===== src/rtl/mux_scan_nxw.sv =====
// mux_scan_nxw: registered N-channel, W-bit selector with manual load and
// auto-scan rotation, output held behind a valid/ready register stage.
// Optional build macro MUX_SCAN_MASK_EN adds a per-channel enable mask
// (ch_mask) that auto-scan and manual loads respect.
module mux_scan_nxw #(
  parameter int WIDTH    = 8,
  parameter int CHANNELS = 4,
  parameter int SEL_W    = 2,
  parameter int DWELL    = 16
) (
  input  logic                      clk,
  input  logic                      rst,
  input  logic [CHANNELS*WIDTH-1:0] data_in,
  input  logic                      mode,
  input  logic [SEL_W-1:0]          sel_in,
  input  logic                      sel_load,
`ifdef MUX_SCAN_MASK_EN
  input  logic [CHANNELS-1:0]       ch_mask,
`endif
  output logic [WIDTH-1:0]          out_data,
  output logic                      out_valid,
  input  logic                      out_ready,
  output logic [SEL_W-1:0]          cur_sel,
  output logic                      sel_switch
);

  localparam int                 CNT_W    = $clog2(DWELL + 1);
  localparam int                 NSEL     = 1 << SEL_W;
  localparam logic [CNT_W-1:0]   CNT_LAST = CNT_W'(DWELL - 1);
  localparam logic [SEL_W-1:0]   SEL_LAST = SEL_W'(CHANNELS - 1);
  localparam logic [SEL_W:0]     CH_N     = (SEL_W + 1)'(CHANNELS);

  logic [WIDTH-1:0]    chan [CHANNELS];
  logic [CHANNELS-1:0] en;
  logic [NSEL-1:0]     en_x;
  logic                any_en;
  logic [CNT_W-1:0]    cnt, cnt_cur, cnt_nx;
  logic                mode_q;
  logic [SEL_W-1:0]    sel_nx, adv_sel, idx;
  logic                found, load_ok;

  // unpack the flat input bus into one word per channel
  for (genvar k = 0; k < CHANNELS; k++) begin : g_chan
    assign chan[k] = data_in[k*WIDTH +: WIDTH];
  end

`ifdef MUX_SCAN_MASK_EN
  assign en = ch_mask;
`else
  assign en = '1;
`endif
  // zero-extended so an out-of-range select index reads as disabled
  assign en_x   = NSEL'(en);
  assign any_en = |en;

  // modulo-CHANNELS increment; works for non-power-of-2 channel counts
  function automatic logic [SEL_W-1:0] sel_inc(input logic [SEL_W-1:0] s);
    return (s == SEL_LAST) ? '0 : s + 1'b1;
  endfunction

  // next enabled channel above cur_sel with wrap; holds if none enabled
  always_comb begin
    adv_sel = cur_sel;
    idx     = cur_sel;
    found   = 1'b0;
    for (int i = 0; i < CHANNELS; i++) begin
      idx = sel_inc(idx);
      if (!found && en_x[idx]) begin
        adv_sel = idx;
        found   = 1'b1;
      end
    end
  end

  // select/dwell next state; a valid manual load beats an auto advance
  always_comb begin
    cnt_cur = (mode && !mode_q) ? '0 : cnt;
    load_ok = sel_load && ({1'b0, sel_in} < CH_N) && en_x[sel_in];
    sel_nx  = cur_sel;
    cnt_nx  = cnt;
    if (!mode) begin
      cnt_nx = '0;
    end else if (cnt_cur == CNT_LAST) begin
      cnt_nx = '0;
      sel_nx = adv_sel;
    end else begin
      cnt_nx = cnt_cur + 1'b1;
    end
    if (load_ok) begin
      sel_nx = sel_in;
      cnt_nx = '0;
    end
  end

  // select state, dwell counter and change pulse
  always_ff @(posedge clk) begin
    if (rst) begin
      cur_sel    <= '0;
      cnt        <= '0;
      mode_q     <= 1'b0;
      sel_switch <= 1'b0;
    end else begin
      cur_sel    <= sel_nx;
      cnt        <= cnt_nx;
      mode_q     <= mode;
      sel_switch <= (sel_nx != cur_sel);
    end
  end

  // output register: refill when empty or being drained; hold on stall
  always_ff @(posedge clk) begin
    if (rst) begin
      out_data  <= '0;
      out_valid <= 1'b0;
    end else if (!out_valid || out_ready) begin
      if (any_en) begin
        out_data  <= chan[cur_sel];
        out_valid <= 1'b1;
      end else begin
        out_valid <= 1'b0;
      end
    end
  end

endmodule


===== config.mk =====
export PLATFORM = sky130hd
export DESIGN_NAME = mux_scan_nxw
export DESIGN_NICKNAME = d
export VERILOG_FILES = /design/src/rtl/mux_scan_nxw.sv
export SDC_FILE = /design/constraint.sdc
export NUM_CORES = 1
export LEC_CHECK = 0
export BUFFER_PORTS_ARGS = -buffer_cell sky130_fd_sc_hd__buf_2
export CORE_MARGIN = 1.5
export CORE_UTILIZATION = 49
export CTS_BUF_LIST = sky130_fd_sc_hd__clkbuf_4 sky130_fd_sc_hd__clkbuf_8
export CTS_CLUSTER_SIZE = 16
export DETAILED_ROUTE_END_ITERATION = 10
export HOLD_SLACK_MARGIN = 0.02
export PLACE_DENSITY = 0.86
export SETUP_SLACK_MARGIN = 0.3
export SLEW_MARGIN = 30
export SYNTH_ARGS = -nofsm -noshare
export SYNTH_HDL_FRONTEND = slang
export SYNTH_SLANG_ARGS = --single-unit

===== constraint.sdc =====
create_clock -name clk -period 5.1 [get_ports clk]
set_clock_uncertainty 0.15 [all_clocks]
set_input_delay 0.255 -clock clk [delete_from_list [all_inputs] [get_ports clk]]
set_output_delay 0.255 -clock clk [all_outputs]
set_load 0.02 [all_outputs]

## After elaboration in Yosys (flattened, before gate mapping)

Cells that the tools add are included.

- Bits in latches: 0
- Flip-flop bits (word level): 18
- RAM bits: 0
- Memories kept: 0
- Input port bits: 39
- Memory bits (read-only): 0
- Output and inout bits: 12

- Equal/unequal tests: 6
- Multiply operators: 0
- Div/mod/pow operators: 0
- Bitwise operators: 2
- Muxes and demuxes: 28
- Shift operators: 0
- Magnitude comparators: 6
- Reduce and logical (&&, ||, !) cells: 12
- Add/subtract/negate cells: 5

Operators with widths:

| operator | count |
|---|---|
| 2-bit two-way mux | 11 |
| 8-bit binary-select mux with 2-bit select | 1 |
| 8-bit two-way mux | 2 |
| 2-bit by 3-bit < comparator with 1-bit output (second input constant) | 5 |
| 1-bit binary-select mux with 2-bit select | 5 |
| 2-bit by 1-bit adder with 2-bit output (second input constant) | 4 |
| 2-bit == test (second input constant) | 4 |
| 1-bit two-way mux | 8 |
| 5-bit by 1-bit adder with 5-bit output (second input constant) | 1 |
| 5-bit by 4-bit == test with 1-bit output (second input constant) | 1 |
| 1-bit logical AND | 5 |
| 1-bit logical NOT | 5 |
| 5-bit two-way mux | 1 |
| 4-bit OR reduction | 1 |
| 3-bit >= comparator (second input constant) | 1 |
| 2-bit NOT with 3-bit output | 1 |
| 2-bit != test | 1 |
| 1-bit logical OR | 1 |
| 1-bit NOT | 1 |

## Longest topological paths before layout

Gate-level depths: netlist (run 1).

- Depth after elaboration: 18
- Depth in mapped cells: 10

## Worst setup path after synthesis (run 1)

No wires, ideal clock.

- Kind: register to register
- Start: register mode_q
- End: register sel_switch
- Path buffers: 0
- Stages on the path, launching flop included: 11
- Period minus slack after synthesis: 1880 ps
- Arrival: 1659 ps
- Slack: 3220 ps
- Path through: dfxtp_1 > nand2b_1 > and2_1 > ha_1 > nand2_1 > nor2_1 > ha_1 > nand2_1 > o311ai_0 > o21ai_0 > a21oi_1

- Longest elaborated chain between the ends: 8

RTL lines:

| element | RTL line | text |
|---|---|---|
| from (decl) | 38 | `logic mode_q;` |
| from (signal assigned) | 105 | `mode_q <= mode;` |
| 1-bit logical NOT | 77 | `cnt_cur = (mode && !mode_q) ? '0 : cnt;` |
| 1-bit logical AND | 77 |  |
| 5-bit two-way mux | 77 |  |
| 5-bit by 4-bit == test with 1-bit output | 83 | `end else if (cnt_cur == CNT_LAST) begin` |
| 2-bit two-way mux | 83 |  |
| 2-bit two-way mux | 81 | `if (!mode) begin` |
| 2-bit two-way mux | 89 | `if (load_ok) begin` |
| 2-bit != test | 106 | `sel_switch <= (sel_nx != cur_sel);` |
| to (signal assigned) | 106 |  |
| to (decl) | 24 | `output logic sel_switch` |

Every way passes these cells.
A chain may end at the register's enable or synchronous reset.

## Worst setup path in the final report (run 1)

Same ends and word-level chain as after synthesis.

==> results.yml, run 1 <==
outcome:
  outcome: "finished clean"
synthesis:
  yosys_warnings: 0
  synth.avg_cell_area_sq_um: 9.58
  syn_nets: 141
  ys_seq_elements: 18
  synth_area_sq_um: 948
  seq_area_frac_synth: 0.380
  synth_cells: 99
  yosysUniqueCellTypes: 26
cells_and_area:
  fin_nets: 190
  stdcell_count: 172
  syn_to_final_growth_pct: 29.4
  drive_gt1_frac: 0.415
  antenna_cells: 0
  fillCellCount: 153
clock_tree:
  insertion_delay_ns: 0.29
  path_clk_slew_ns: 0.09
  cts.path.max_buffers: 2
  cts.sinks: 18
  postCtsSetupBuffers: 0
  cts-htree-levels: 1
  cts_tree: "yes"
  cts-buffers-inserted: 3
  hold_buffers: 0
  cts_resized: 0
  cts_root_buf: "clkbuf_4"
worst_setup_path:
  startpoint_type: "register"
  path_class: "reg -> reg"
  end_kind: "register"
  path_max_fanout: 6
  worstPathRequired_ns: 5.18
  crit_slowest_cell: "dfxtp_1"
  worstPathCellList: "nand2b_1 -> and2_1 -> ha_1 -> nand2_1 -> nor2_1 -> ha_1 -> nand2_1 -> o311ai_0 -> o21ai_0 -> a21oi_1"
  slowest_delay_ns: 0.32
  cp.arrival_ns: 2.32
placed_design:
  numPortBuffers: 50
  dp_cells: 168
  gp_congestion: 0.839
  dpl.hpwl_microns: 1940
die:
  dieHeight_microns: 47.0
  die_w_microns: 47.0
  row_count: 15
  fp.dieArea_sq_um: 2210
  initial_utilization: 0.538
  core-area_sq_um: 1760
  io_pins: 51
global_route:
  grt-ovfl-total: 0
  grt_pass1_wl_microns: 3650
  grt_pass1_vias: 867
  grt_max_degree: 15
  antenna_found_initial: 0
  grtUsageTotal: 0.242
power:
  p_comb_frac: 0.214
  p_leak_nw: 0.592
  clkPwrFrac: 0.277
  pwr-share-seq: 0.508
  irDropWorstVdd_mv: 0.203
  p_int_w: 0.000227
  p_sw_frac: 0.267
  switchingPower_w: 0.0000829
  p_per_area_nw_per_um2: 253
sta:
  slew_headroom: 0.554
  setup_violations: 0
  rsz0062_at_grt: "false"
  slew_violations: 0
  hold_violations: 0
  tightestPinTransition_ns: 0.668
  max_freq_mhz: 447
  fin_crit_ns: 2.24
  finalCritPeriodShare: 0.439
  tns_ns: 0
routing:
  drc: 0
  ant_nets: 0
  vias: 902
  vias_per_cell: 5.24
  dr.pass1.iters: 4
  drtIter0Drc: 20
  finalWirelength_microns: 2390
  wire_per_inst_microns: 13.9
min_path:
  hp-class: "in -> reg"
run:
  cap_violations: 0
[per-layer routing]
| metal | vias to the layer above | wire [microns] | track usage |
|---|---|---|---|
| met1 | 409 | 899 | 0.261 |
| met3 | 12 | 130 | 0.0923 |
| li1 | 444 | - | - |
| met2 | 37 | 1270 | 0.400 |
| met4 | 0 | 82 | 0.144 |
| met5 | - | 0 | 0 |
[cell usage in the layout, fill, tap and decap left out]
| master | Yosys | layout |
|---|---|---|
| a211oi_1 | 1 | 1 |
| a21o_1 | 1 | 1 |
| a21oi_1 | 12 | 12 |
| and2_1 | 2 | 2 |
| and3_1 | 1 | 1 |
| and3_2 | 1 | 1 |
| buf_2 | 1 | 50 |
| clkbuf_4 | 0 | 3 |
| clkbuf_8 | 0 | 1 |
| dfxtp_1 | 18 | 18 |
| ha_1 | 3 | 3 |
| inv_1 | 2 | 2 |
| mux2i_1 | 1 | 1 |
| mux4_1 | 2 | 2 |
| mux4_2 | 6 | 6 |
| nand2_1 | 22 | 22 |
| nand2b_1 | 3 | 3 |
| nand3_1 | 1 | 1 |
| nor2_1 | 5 | 5 |
| nor2b_1 | 3 | 3 |
| nor3_1 | 2 | 2 |
| nor3b_1 | 2 | 2 |
| o21ai_0 | 2 | 2 |
| o311ai_0 | 1 | 1 |
| xor2_1 | 2 | 2 |
[power groups by stage]
stage | Clock [W] | Combinational [W] | Sequential (W)
2_1_floorplan | 0 | 0.0000352 | 0.000167
3_3_place_gp | 0 | 0.0000643 | 0.000160
3_5_place_dp | 0 | 0.0000664 | 0.000161
4_1_cts | 0.0000879 | 0.0000668 | 0.000158
5_1_grt | 0.0000949 | 0.0000727 | 0.000159
6_report | 0.0000860 | 0.0000665 | 0.000158
[registers in the layout, summed over array words and instances (netlist names)]
register	count
out_data	8
cnt	5
cur_sel	2
mode_q	1
out_valid	1
sel_switch	1
[worst paths after layout]
| kind | depth (start not counted) | from | endpoint | slack (ns) |
|---|---|---|---|---|
| max | 10 | mode_q | sel_switch | 2.86 |
| min | 2 | rst | out_valid | 0.11 |
| max reg2reg | 10 | mode_q | sel_switch | 2.86 |
| min reg2reg | 2 | out_data[0] | out_data[0] | 0.30 |
[synth_stat cells]
| cell type | instances | area share |
|---|---|---|
| and3_1 | 1 | 0.0066 |
| mux4_1 | 2 | 0.055 |
| xor2_1 | 2 | 0.018 |
| nor2b_1 | 3 | 0.020 |
| ha_1 | 3 | 0.040 |
| buf_6 | 2 | 0.024 |
| nand3_1 | 1 | 0.0053 |
| nand2_1 | 22 | 0.087 |
| dfxtp_1 | 18 | 0.38 |
| nand2b_1 | 3 | 0.020 |
| buf_2 | 1 | 0.0053 |
| mux4_2 | 6 | 0.14 |
| o311ai_0 | 1 | 0.0092 |
| a21oi_1 | 12 | 0.063 |
| nor2_1 | 5 | 0.020 |
| o21ai_0 | 2 | 0.011 |
| buf_1 | 1 | 0.0040 |
| inv_1 | 2 | 0.0079 |
| a211oi_1 | 1 | 0.0079 |
| a21o_1 | 1 | 0.0079 |
| and2_1 | 2 | 0.013 |
| clkbuf_1 | 2 | 0.0079 |
| mux2i_1 | 1 | 0.011 |
| nor3_1 | 2 | 0.011 |
| and3_2 | 1 | 0.0079 |
| nor3b_1 | 2 | 0.016 |
[layout make-up]
| cell class | count | area, sq um | share of cell area |
|---|---|---|---|
| Multi-Input combinational cell | 73 | 542 | 0.441 |
| Tap cell | 25 | 31.3 | 0.0255 |
| Inverter | 2 | 7.51 | 0.00612 |
| Clock buffer | 4 | 36.3 | 0.0296 |
| Sequential cell | 18 | 360 | 0.294 |
| Timing Repair Buffer | 50 | 250 | 0.204 |
[per-stage QoR]
stage	util	hold slack, ns	worst slack (ns)	instance area (sq um)	power, W
floorplan	-	0.180	3.22	948	0.000202
global placement	0.675	0.285	3.08	1190	0.000225
detailed placement	0.675	0.292	2.86	1190	0.000227
CTS	0.696	0.102	2.86	1230	0.000313
global route	0.696	0.111	2.64	1230	0.000327
finish	0.696	0.110	2.86	1230	0.000310
[kinds of logic (layout without fill, tap and decap cells)]
family                     count (synthesis)  count (layout)  share of synthesized area
AOI/OAI and AO/OA                         17              17                     0.0990
adders and majority gates                  3               3                     0.0396
and+or+nand+nor                           42              42                      0.206
buffers and inverters                      8              56                     0.0488
DFF                                       18              18                      0.380
muxes                                      9               9                      0.208
xor gates and xnor gates                   2               2                     0.0185
[worst max-delay path: cells and delay by family, from the launching register on]
family	cells	cell delay [ns]
AOI/OAI and AO/OA	3	0.61
adders and majority gates	2	0.38
DFF	1	0.32
and+or+nand+nor	5	0.71
No activity file was read; power rests on OpenSTA's default activity.
==> inputs of run 2 (changes only) <==
CORE_ASPECT_RATIO = 1.5   (was default)
CORE_UTILIZATION = 45   (was 49)
PLACE_DENSITY = 0.8   (was 0.86)
clock period = 2.16 ns   (was 5.1 ns; I/O delays follow)
==> results.yml, run 2 (same netlist as run 1, synthesis figures left out) <==
die:
  fp.dieArea_sq_um: 2400
  dieHeight_microns: 59.2
  io_pins: 51
  initial_utilization: 0.474
  core-area_sq_um: 2000
  die_w_microns: 40.5
  row_count: 20
power:
  p_per_area_nw_per_um2: 546
  irDropWorstVdd_mv: 0.459
  p_leak_nw: 0.663
cells_and_area:
  final_cell_mix: "50 x buf_2, 19 x nand2_1, 18 x dfxtp_1"
  top_register: "out_data"
  fin_util: 0.694
  fin_nets: 201
  drive_gt1_frac: 0.519
  antenna_cells: 0
  layout.cells.most_common: "buf_2"
  largest_register_ffs: 8
  reg_top3: "out_data: 8 flops, cnt: 5 flops, cur_sel: 2 flops"
  syn_to_final_growth_pct: 46.4
clock_tree:
  cts_tree: "yes"
  cts.sinks: 18
  path_clk_slew_ns: 0.10
  cts_root_buf: "clkbuf_4"
  insertion_delay_ns: 0.29
  cts-htree-levels: 1
  cts-buffers-inserted: 3
  cts.path.max_buffers: 2
worst_setup_path:
  slowest_delay_ns: 0.34
  end_kind: "register"
  timing.rr.end: "sel_switch"
  path_max_fanout: 6
  startpoint_type: "register"
  r2r_slack_ns: 0.27
  worstPathCellList: "nand2b_4 -> and2_4 -> ha_4 -> nand2_2 -> nor2_2 -> ha_2 -> nand2_4 -> o311ai_4 -> o21ai_1 -> a21oi_1"
  crit_slowest_cell: "dfxtp_1"
  cp.buffers_inverters: 0
  worstPathRequired_ns: 2.24
  cp.arrival_ns: 1.97
  worstRegToRegCells: 10
  path_class: "reg -> reg"
  timing.rr.start: "mode_q"
  cp_top_family: "simple AND/OR/NAND/NOR gates"
placed_design:
  gp_congestion: 0.792
  numPortBuffers: 50
  place_ws_ns: 0.0837
  dpl.hpwl_microns: 1830
min_path:
  hold_start: "out_ready"
  min_path_cells: 4
  hp-class: "in -> reg"
  min_to: "out_data[7]"
global_route:
  grt-ovfl-total: 0
  grtUsageTotal: 0.226
  grt_pass1_vias: 938
  antenna_found_initial: 0
  grt_max_degree: 15
  grt_pass1_wl_microns: 3690
run:
  cap_violations: 0
outcome:
  outcome: "finished clean"
sta:
  slew_violations: 0
  max_freq_mhz: 530
  tightestPinTransition_ns: 0.554
  rsz0062_at_grt: "true"
  tns_ns: 0
  finalCritPeriodShare: 0.874
  setup_violations: 0
  slew_headroom: 0.630
  hold_violations: 0
  setup_ws_ns: 0.273
  fin_crit_ns: 1.89
routing:
  ant_nets: 0
  dr.pass1.iters: 4
  drc: 0
  vias_per_cell: 5.34
  wire_per_inst_microns: 14.3
  vias: 961
  finalWirelength_microns: 2570
  drtIter0Drc: 19
## run 2: changes by cell type in the layout (fill, tap and decap cells not counted), sizes merged
| cell | previous run | this run |
|---|---|---|
| buf | 50 | 58 |
| dlygate4sd3 | 0 | 3 |
## run 2: metal layers
metal / track usage / vias up / share of wire
met2: 0.447 / 38 / 0.58
met4: 0.110 / 0 / 0.016
met1: 0.182 / 451 / 0.35
met3: 0.0526 / 4 / 0.058
met5: 0 / - / 0
li1: - / 468 / -
## run 2: per-stage QoR
| step | std cells | area (sq um) | hold slack [ns] | total power [W] |
|---|---|---|---|---|
| 2_1_floorplan | 99 | 951 | 0.0326 | 0.000476 |
| 3_3_place_gp | 167 | 1200 | 0.261 | 0.000534 |
| 3_5_place_dp | 167 | 1200 | 0.271 | 0.000541 |
| 4_1_cts | 177 | 1330 | 0.0519 | 0.000751 |
| 5_1_grt | 180 | 1390 | 0.0771 | 0.000794 |
| 6_report | 180 | 1390 | 0.0561 | 0.000759 |
## run 2: worst min-delay path, cell delays in order
cell and delay (ns):
buf_2 0.09, nor2b_1 0.12, nand2_1 0.10, a21oi_1 0.05
## run 2: worst max path at each step
| stage | slack, ns | from | end | cells after the start |
|---|---|---|---|---|
| 2_1_floorplan | 0.31 | mode_q | sel_switch | 10 |
| 6_report | 0.27 | mode_q | sel_switch | 10 |
| 3_3_place_gp | 0.24 | mode_q | sel_switch | 10 |
| 5_1_grt | 0.15 | mode_q | sel_switch | 10 |
| 3_5_place_dp | 0.08 | mode_q | sel_switch | 10 |
| 4_1_cts | 0.28 | mode_q | sel_switch | 10 |
## run 2: area by class of cell
| cell class | count | area, sq um |
|---|---|---|
| flip-flops and latches | 18 | 360 |
| clock buffers | 4 | 36.3 |
| repair buffers | 61 | 340 |
| multi-input cells | 73 | 617 |
| well taps | 22 | 27.5 |
| fillers | 162 | 613 |
| inverters | 2 | 7.51 |
## run 2: report_power, final
part	switching [W]	internal [W]
Clock	0.000104	0.000103
Sequential	0.00000856	0.000352
Combinational	0.0000953	0.0000958
## run 2: timing repair
action / CTS / global route
buffers inserted: 3 / 3
endpoints found under the setup margin: 4 / 7
gates resized for setup: 10 / 7
hold buffers: 3 / 0
pin swaps: 6 / 9
endpoints found under the hold margin: 12 / 0
==> inputs of run 3 (changes only) <==
CELL_PAD_IN_SITES_DETAIL_PLACEMENT = 0   (was default)
CELL_PAD_IN_SITES_GLOBAL_PLACEMENT = 1   (was default)
CORE_UTILIZATION = 32   (was 45)
PLACE_DENSITY = default   (was 0.8)
PLACE_DENSITY_LB_ADDON = 0.1   (was default)
RECOVER_POWER = 100   (was default)
TNS_END_PERCENT = 30   (was default)
==> results.yml, run 3 (same netlist as run 1, synthesis figures left out) <==
sta:
  rsz0062_at_grt: "true"
  tightestPinTransition_ns: 0.653
  setup_violations: 0
  slew_headroom: 0.565
  fin_crit_ns: 1.95
  slew_violations: 0
  tns_ns: 0
  finalCritPeriodShare: 0.903
  max_freq_mhz: 513
  hold_violations: 0
die:
  row_count: 24
  dieHeight_microns: 69.7
  fp.dieArea_sq_um: 3310
  initial_utilization: 0.332
  io_pins: 51
  core-area_sq_um: 2850
  die_w_microns: 47.5
worst_setup_path:
  worstPathCellList: "nand2b_4 -> and2_4 -> ha_1 -> nand2_1 -> nor2_2 -> ha_1 -> nand2_4 -> buf_4 -> mux2i_1 -> a21oi_1"
  path_class: "reg -> reg"
  worstPathRequired_ns: 2.15
  slowest_delay_ns: 0.31
  path_common_cell: "ha_1"
  path_max_fanout: 6
  end_kind: "register"
  cp.arrival_ns: 1.94
  crit_slowest_cell: "dfxtp_1"
  startpoint_type: "register"
routing:
  drc: 0
  dr.pass1.iters: 3
  vias: 940
  vias_per_cell: 4.85
  ant_nets: 0
  wire_per_inst_microns: 13.4
  drtIter0Drc: 4
  finalWirelength_microns: 2600
clock_tree:
  path_clk_slew_ns: 0.07
  cts.sinks: 18
  cts_tree: "yes"
  cts-htree-levels: 1
  insertion_delay_ns: 0.25
  cts-buffers-inserted: 3
  cts_root_buf: "clkbuf_8"
  cts.path.max_buffers: 2
cells_and_area:
  antenna_cells: 0
  largest_register_ffs: 8
  fin_nets: 198
  top_register: "out_data"
  layout.cells.most_common: "buf_2"
  stdcell_count: 194
  drive_gt1_frac: 0.400
  final_area_sq_um: 1340
  reg_top3: "out_data: 8 flops, cnt: 5 flops, cur_sel: 2 flops"
  syn_to_final_growth_pct: 41.6
  fillCellCount: 313
  final_cell_mix: "38 x buf_2, 21 x nand2_1, 18 x dfxtp_1"
min_path:
  hp-class: "in -> reg"
run:
  cap_violations: 0
placed_design:
  dp_cells: 184
  numPortBuffers: 50
  placed_area_sq_um: 1230
  dpl.hpwl_microns: 1930
  gp_congestion: 0.730
global_route:
  grt-ovfl-total: 0
  grtUsageTotal: 0.163
  antenna_found_initial: 0
  grt_pass1_wl_microns: 3840
  grt_max_degree: 13
  grt_pass1_vias: 905
power:
  irDropWorstVdd_mv: 0.333
  p_per_area_nw_per_um2: 607
  p_leak_nw: 0.609
outcome:
  outcome: "finished clean"
[run 3: cell types whose count changed in the layout (fill, tap and decap cells not counted), moves of 2 or more]
cell | before | now
clkbuf_1 | 0 | 13
nand2_2 | 2 | 0
clkbuf_4 | 3 | 0
dlygate4sd3_1 | 3 | 1
ha_1 | 1 | 3
clkbuf_8 | 1 | 4
buf_2 | 50 | 38
buf_4 | 8 | 6
nand2_1 | 19 | 21
[run 3: cell type report]
class                           instances  area [sq um]  share of cell area
Multi-Input combinational cell         73           577               0.430
Sequential cell                        18           360               0.268
Timing Repair Buffer                   58           294               0.219
Clock buffer                            4          55.1              0.0410
Tap cell                               39          48.8              0.0363
Inverter                                2          7.51             0.00559
[run 3: critical path, delay by kind of cell, from the launching register on]
kind	cells	cell delay, ns
DFF	1	0.31
and+or+nand+nor	5	0.52
AOI/OAI and AO/OA	1	0.10
buffers and inverters	1	0.12
muxes	1	0.20
adders and majority gates	2	0.44
[run 3: timing repair]
| item | CTS | global route |
|---|---|---|
| setup buffers | 5 | 0 |
| pin swaps | 8 | 4 |
| hold buffers | 1 | 0 |
| setup endpoints to repair | 4 | 4 |
| resized for setup | 9 | 4 |
| endpoints found under the hold margin | 1 | 0 |
[run 3: final timing paths]
path,from,end,slack (ns),cells past startpoint
setup / recovery,mode_q,cur_sel[1],0.21,10
hold / removal,sel_in[0],cur_sel[0],0.04,3
setup reg to reg,mode_q,cur_sel[1],0.21,10
hold reg to reg,out_data[7],out_data[7],0.30,2
[run 3: stage by stage]
step | hold slack [ns] | worst slack (ns) | util | power (W)
floorplan | 0.0326 | 0.307 | - | 0.000476
global placement | 0.282 | 0.189 | 0.430 | 0.000541
detailed placement | 0.284 | 0.104 | 0.430 | 0.000543
CTS | 0.0377 | 0.294 | 0.477 | 0.000834
global route | 0.0563 | 0.101 | 0.471 | 0.000856
finish | 0.0405 | 0.211 | 0.471 | 0.000814
[run 3: report_power, final]
part           leakage, nW  total [W]  internal (W)  switching, W
combinational        0.432   0.000176     0.0000867     0.0000888
clock               0.0288   0.000275      0.000162      0.000113
sequential           0.149   0.000364      0.000352     0.0000118
[run 3: per-layer routing]
metal,GRT usage,wire length [microns]
met5,0,0
met4,0.0802,80
met3,0.0286,149
met2,0.291,1380
met1,0.166,992
